### src/rtl/issue_scoreboard.sv
// rtl/issue_scoreboard.sv - issue stage with RAW scoreboard, forwarding-ready tracking and flush kill
// Instructions either issue or stall decode until every older producer they read is forwardable.
module issue_scoreboard #(
  parameter int NREGS      = 16,
  parameter int DEPTH      = 2,
  parameter int FLUSH_KILL = 1,
  parameter int CNT_W      = 16,
  localparam int RW        = $clog2(DEPTH + 1)
) (
  input  logic             clk,
  input  logic             rst,
  input  logic             stall,
  input  logic             flush,
  input  logic             in_valid,
  input  logic [31:0]      in_pc,
  input  logic [31:0]      in_insn,
  input  logic [NREGS-1:0] in_use_regs,
  input  logic             in_use_cpsr,
  input  logic [NREGS-1:0] in_def_regs,
  input  logic             in_def_cpsr,
  input  logic [RW-1:0]    in_ready_at,
  input  logic             in_cond_pass,
  output logic             stall_up,
  output logic             out_valid,
  output logic [31:0]      out_pc,
  output logic [31:0]      out_insn,
  output logic [CNT_W-1:0] stall_count
);

  localparam int DW = NREGS + 1;

  logic [DW-1:0]    r_def [DEPTH];
  logic [RW-1:0]    r_rdy [DEPTH];
  logic             r_out_valid;
  logic [31:0]      r_out_pc;
  logic [31:0]      r_out_insn;
  logic [CNT_W-1:0] r_cnt;

  logic [DW-1:0] w_use;
  logic [DW-1:0] w_def;
  logic          w_block;
  logic          w_hazard;
  logic          w_issue;
  logic [RW-1:0] w_rdy_in;

  // A producer in slot s is forwardable once s has reached its ready stage.
  always_comb begin
    w_use   = {in_use_cpsr, in_use_regs};
    w_def   = {in_def_cpsr, in_def_regs};
    w_block = 1'b0;
    for (int s = 0; s < DEPTH; s++) begin
      if ((|(w_use & r_def[s])) && (RW'(s) < r_rdy[s])) begin
        w_block = 1'b1;
      end
    end
  end

  assign w_hazard = in_valid & w_block & ~flush;
  assign w_issue  = in_valid & in_cond_pass;
  assign w_rdy_in = (in_ready_at > RW'(DEPTH)) ? RW'(DEPTH) : in_ready_at;
  assign stall_up = stall | w_hazard;

  always_ff @(posedge clk) begin
    if (rst) begin
      for (int k = 0; k < DEPTH; k++) begin
        r_def[k] <= '0;
        r_rdy[k] <= '0;
      end
      r_out_valid <= 1'b0;
      r_out_pc    <= '0;
      r_out_insn  <= '0;
      r_cnt       <= '0;
    end else if (flush) begin
      // The FLUSH_KILL youngest records are dropped while everything shifts one stage.
      r_out_valid <= 1'b0;
      r_def[0]    <= '0;
      r_rdy[0]    <= '0;
      for (int k = 1; k < DEPTH; k++) begin
        if (k > FLUSH_KILL) begin
          r_def[k] <= r_def[k-1];
          r_rdy[k] <= r_rdy[k-1];
        end else begin
          r_def[k] <= '0;
          r_rdy[k] <= '0;
        end
      end
    end else if (!stall) begin
      for (int k = 1; k < DEPTH; k++) begin
        r_def[k] <= r_def[k-1];
        r_rdy[k] <= r_rdy[k-1];
      end
      if (w_hazard) begin
        r_def[0]    <= '0;
        r_rdy[0]    <= '0;
        r_out_valid <= 1'b0;
        if (r_cnt != {CNT_W{1'b1}}) begin
          r_cnt <= r_cnt + CNT_W'(1);
        end
      end else begin
        r_def[0]    <= w_issue ? w_def : '0;
        r_rdy[0]    <= w_issue ? w_rdy_in : '0;
        r_out_valid <= w_issue;
        r_out_pc    <= in_pc;
        r_out_insn  <= in_insn;
      end
    end
  end

  assign out_valid   = r_out_valid;
  assign out_pc      = r_out_pc;
  assign out_insn    = r_out_insn;
  assign stall_count = r_cnt;

endmodule
### config.mk
export PLATFORM = sky130hd
export DESIGN_NAME = issue_scoreboard
export DESIGN_NICKNAME = d
export VERILOG_FILES = /design/src/rtl/issue_scoreboard.sv
export SDC_FILE = /design/constraint.sdc
export NUM_CORES = 1
export LEC_CHECK = 0
export CELL_PAD_IN_SITES_DETAIL_PLACEMENT = 0
export CELL_PAD_IN_SITES_GLOBAL_PLACEMENT = 1
export CORE_ASPECT_RATIO = 0.75
export CORE_MARGIN = 5
export CORE_UTILIZATION = 30
export DETAILED_ROUTE_END_ITERATION = 6
export PLACE_DENSITY_LB_ADDON = 0.05
export RECOVER_POWER = 25
export SKIP_CTS_REPAIR_TIMING = 1
export SLEW_MARGIN = 20
export SYNTH_ARGS = -nofsm -noshare
export SYNTH_HDL_FRONTEND = slang
export SYNTH_SLANG_ARGS = --single-unit
export TNS_END_PERCENT = 5
### constraint.sdc
create_clock -name clk -period 1.95 [get_ports clk]
set_input_delay 0.2925 -clock clk [delete_from_list [all_inputs] [get_ports clk]]
set_output_delay 0.2925 -clock clk [all_outputs]
set_load 0.03 [all_outputs]
==> results.py, run 1 <==
metrics = {
    "global_route": {
        "gr-usage-all-layers": 0.1447,
        "antenna_found_initial": 0,
        "grt.overflow.total": 0,
        "first_global_vias": 4020,
        "grt_max_degree": 45,
        "grt_pass1_wl_mm": 21.10,
    },
    "finish": {
        "diodes": 0,
        "fillers": 1415,
        "stdcell_area_um2": 8038,
        "utilization": 0.5066,
        "syn2layout_area_growth_pct": 67.42,
        "drive_gt1_frac": 0.1728,
        "final_cell_count_no_fill": 887,
        "nets": 772,
    },
    "logic_synthesis": {
        "ys_seq_area_frac": 0.5692,
        "async_flop_share": 0,
        "synth_nets": 521,
        "synth_top_cell_by_area": "dfxtp_1",
        "synth_top_area_share": 0.3378,
        "synth_flop_cell": "dfxtp_1",
        "ys_top_cells_by_area": "dfxtp_1 (34%), edfxtp_1 (23%), mux2i_1 (14%)",
        "avgSynthCellArea_um2": 11.60,
        "synth_seq_cells": 118,
        "ys_types": 45,
        "yosys_warnings": 0,
        "synth_cells": 414,
        "synth_edf_count": 37,
        "synth_area_um2": 4801,
    },
    "drt": {
        "drt_wl_total_mm": 13.70,
        "first_pass_iters": 4,
        "drt_iter0_markers": 154,
        "via_per_inst": 4.478,
        "wl_per_cell_um": 15.45,
        "post-route-drc-count": 0,
        "route.vias.total": 3972,
        "ant_nets": 0,
    },
    "sta": {
        "skew_ns": 0.008634,
        "maxSlewViolCount": 0,
        "fin_crit_sh": 1.297,
        "setup_ws_ns": -0.5784,
        "fmax_mhz": 395.5,
        "fin_crit_ns": 2.528,
        "tightest_slew_ns": 0.7836,
        "tns_ns": -42.81,
        "setup_viol": 101,
        "slew_headroom": 0.4747,
        "rsz0062_at_grt": "yes",
        "timing_hold_violations_final": 0,
    },
    "cts": {
        "cts.clk_slew.worst_paths_ns": 0.05,
        "cts_tree": "done",
        "numCtsBuffers": 17,
        "h-tree-depth": 4,
        "cts_max_path_buffers": 2,
        "clock_sinks": 118,
        "root_buffer": "clkbuf_16",
        "worstSkewPairLatency_ns": 0.41,
    },
    "outcome": {
        "status": "finished, violations left",
        "failed_checks": "setup timing",
    },
    "placement": {
        "hpwl_mm": 9.915,
        "placed_cell_area_um2": 7264,
        "post-place-ws_ns": -1.003,
        "dp_cells": 849,
        "io_buffers": 187,
        "globalplace.congestion": 0.7598,
    },
    "critical_path": {
        "crit_path_start_kind": "register",
        "crit_path_end_kind": "output pin",
        "critical_path_class": "register to output pin",
        "cp.arrival_ns": 2.24,
        "path_max_fanout": 2,
        "cp.required_ns": 1.66,
    },
    "floorplan": {
        "die_h_um": 119.6,
        "start_util": 0.3026,
        "rows": 40,
        "coreArea_um2": 15870,
        "dieArea_um2": 18660,
        "die_w_um": 156.1,
        "num_io_pins": 188,
    },
    "job": {
        "cap_violations": 0,
    },
    "power_and_ir_drop": {
        "power_density_nw_per_um2": 856.4,
        "leakage_nw": 3.133,
        "irDropWorstVdd_uv": 592.7,
    },
    "min_path": {
        "hold_path.class": "input pin to register",
    },
}
[cells by family (layout without fill, tap and decap cells)]
group,after synthesis,count (layout),synth area share
AO/OA/AOI/OAI,38,38,0.06177
XOR/XNOR,4,4,0.007297
adder cells (fa/ha/maj),1,1,0.002606
buffers and inverters,23,286,0.04300
flip-flops,118,118,0.5692
multiplexers,69,69,0.1449
AND/OR/NAND/NOR,161,161,0.1712
[worst paths after layout]
kind                                   from                          end  slack, ns  cells after the start
setup / recovery  r_def[0][0]$_SDFFCE_PN0P_                     stall_up      -0.58                      5
hold / removal                          rst  stall_count[4]$_SDFFE_PP0P_       0.45                      3
setup reg to reg  r_def[1][2]$_SDFFCE_PN0P_     out_insn[3]$_SDFFE_PP0P_      -0.54                     10
hold reg to reg      out_pc[0]$_SDFFE_PP0P_       out_pc[0]$_SDFFE_PP0P_       0.49                      2
[cells in the final DEF (no fill, tap or decap), types with 7 or more instances in the layout]
master and n:
buf_4 47, edfxtp_1 37, a22oi_1 10, buf_6 8
mux2i_1 62, dfxtp_1 78, nand3_1 8, and2_1 30
nor2_1 78, a21oi_1 7, clkdlybuf4s50_1 183, clkbuf_16 21
[Yosys cell counts (all sizes together) (3+ instances only)]
master	count
nand2	6
nor4	4
edfxtp	37
xor2	4
clkbuf	11
nand4	6
or4	4
o31ai	5
a22oi	10
buf	11
nor3	4
o211ai	3
nand3	8
mux2	4
dfxtp	81
a21oi	7
or3	4
nor2	79
mux2i	65
nor2b	5
and2	36
[sequential cells by signal, summed over array words and instances, names as in the netlist]
signal and flops:
stall_count 16, out_valid 1, r_rdy 3, r_def 34
out_insn 32, out_pc 32
[worst max-delay path: stages, from the launching register on]
cell and delay (ns):
edfxtp_1 0.38, a222oi_1 0.49, nand4_1 0.19, o221a_4 0.27
or3_4 0.35, buf_6 0.15
[layer usage]
layer | up-vias | GRT usage | share of wire | routed length [µm]
met5 | - | 0 | 0 | 0
met2 | 136 | 0.2104 | 0.44 | 5996
met3 | 18 | 0.06020 | 0.090 | 1229
li1 | 1982 | - | - | -
met4 | 0 | 0.06124 | 0.018 | 243
met1 | 1836 | 0.1885 | 0.45 | 6230
[cell type report]
type | instances | area [µm²] | area share
Sequential cell | 118 | 2736 | 0.3404
Clock buffer | 24 | 524.3 | 0.06522
Inverter | 1 | 3.754 | 0.0004670
Clock inverter | 7 | 113.9 | 0.01417
Multi-Input combinational cell | 273 | 1899 | 0.2363
Timing Repair Buffer | 254 | 2497 | 0.3107
Tap cell | 210 | 262.8 | 0.03269
[power breakdown]
part / switching, mW / internal [mW] / total, mW
logic: 0.391 / 0.482 / 0.873
registers: 0.0508 / 2.63 / 2.68
clock network: 1.07 / 2.25 / 3.33
total: 1.52 / 5.37 / 6.88
[stage by stage]
step | hold WS [ns] | total power [mW]
final | 0.4477 | 6.884
after global routing | 0.4603 | 7.146
after CTS | 0.4363 | 6.948
after detailed placement | 0.4837 | 3.574
after global placement | 0.4710 | 3.567
after floorplan | 0.4397 | 3.124
Power figures use the tool's default switching activity.
==> run 2: changes to the inputs <==
- HOLD_SLACK_MARGIN: unset -> 0.05
==> results of run 2 <==
The final DEF is identical to that of run 1; final timing and power are the same.
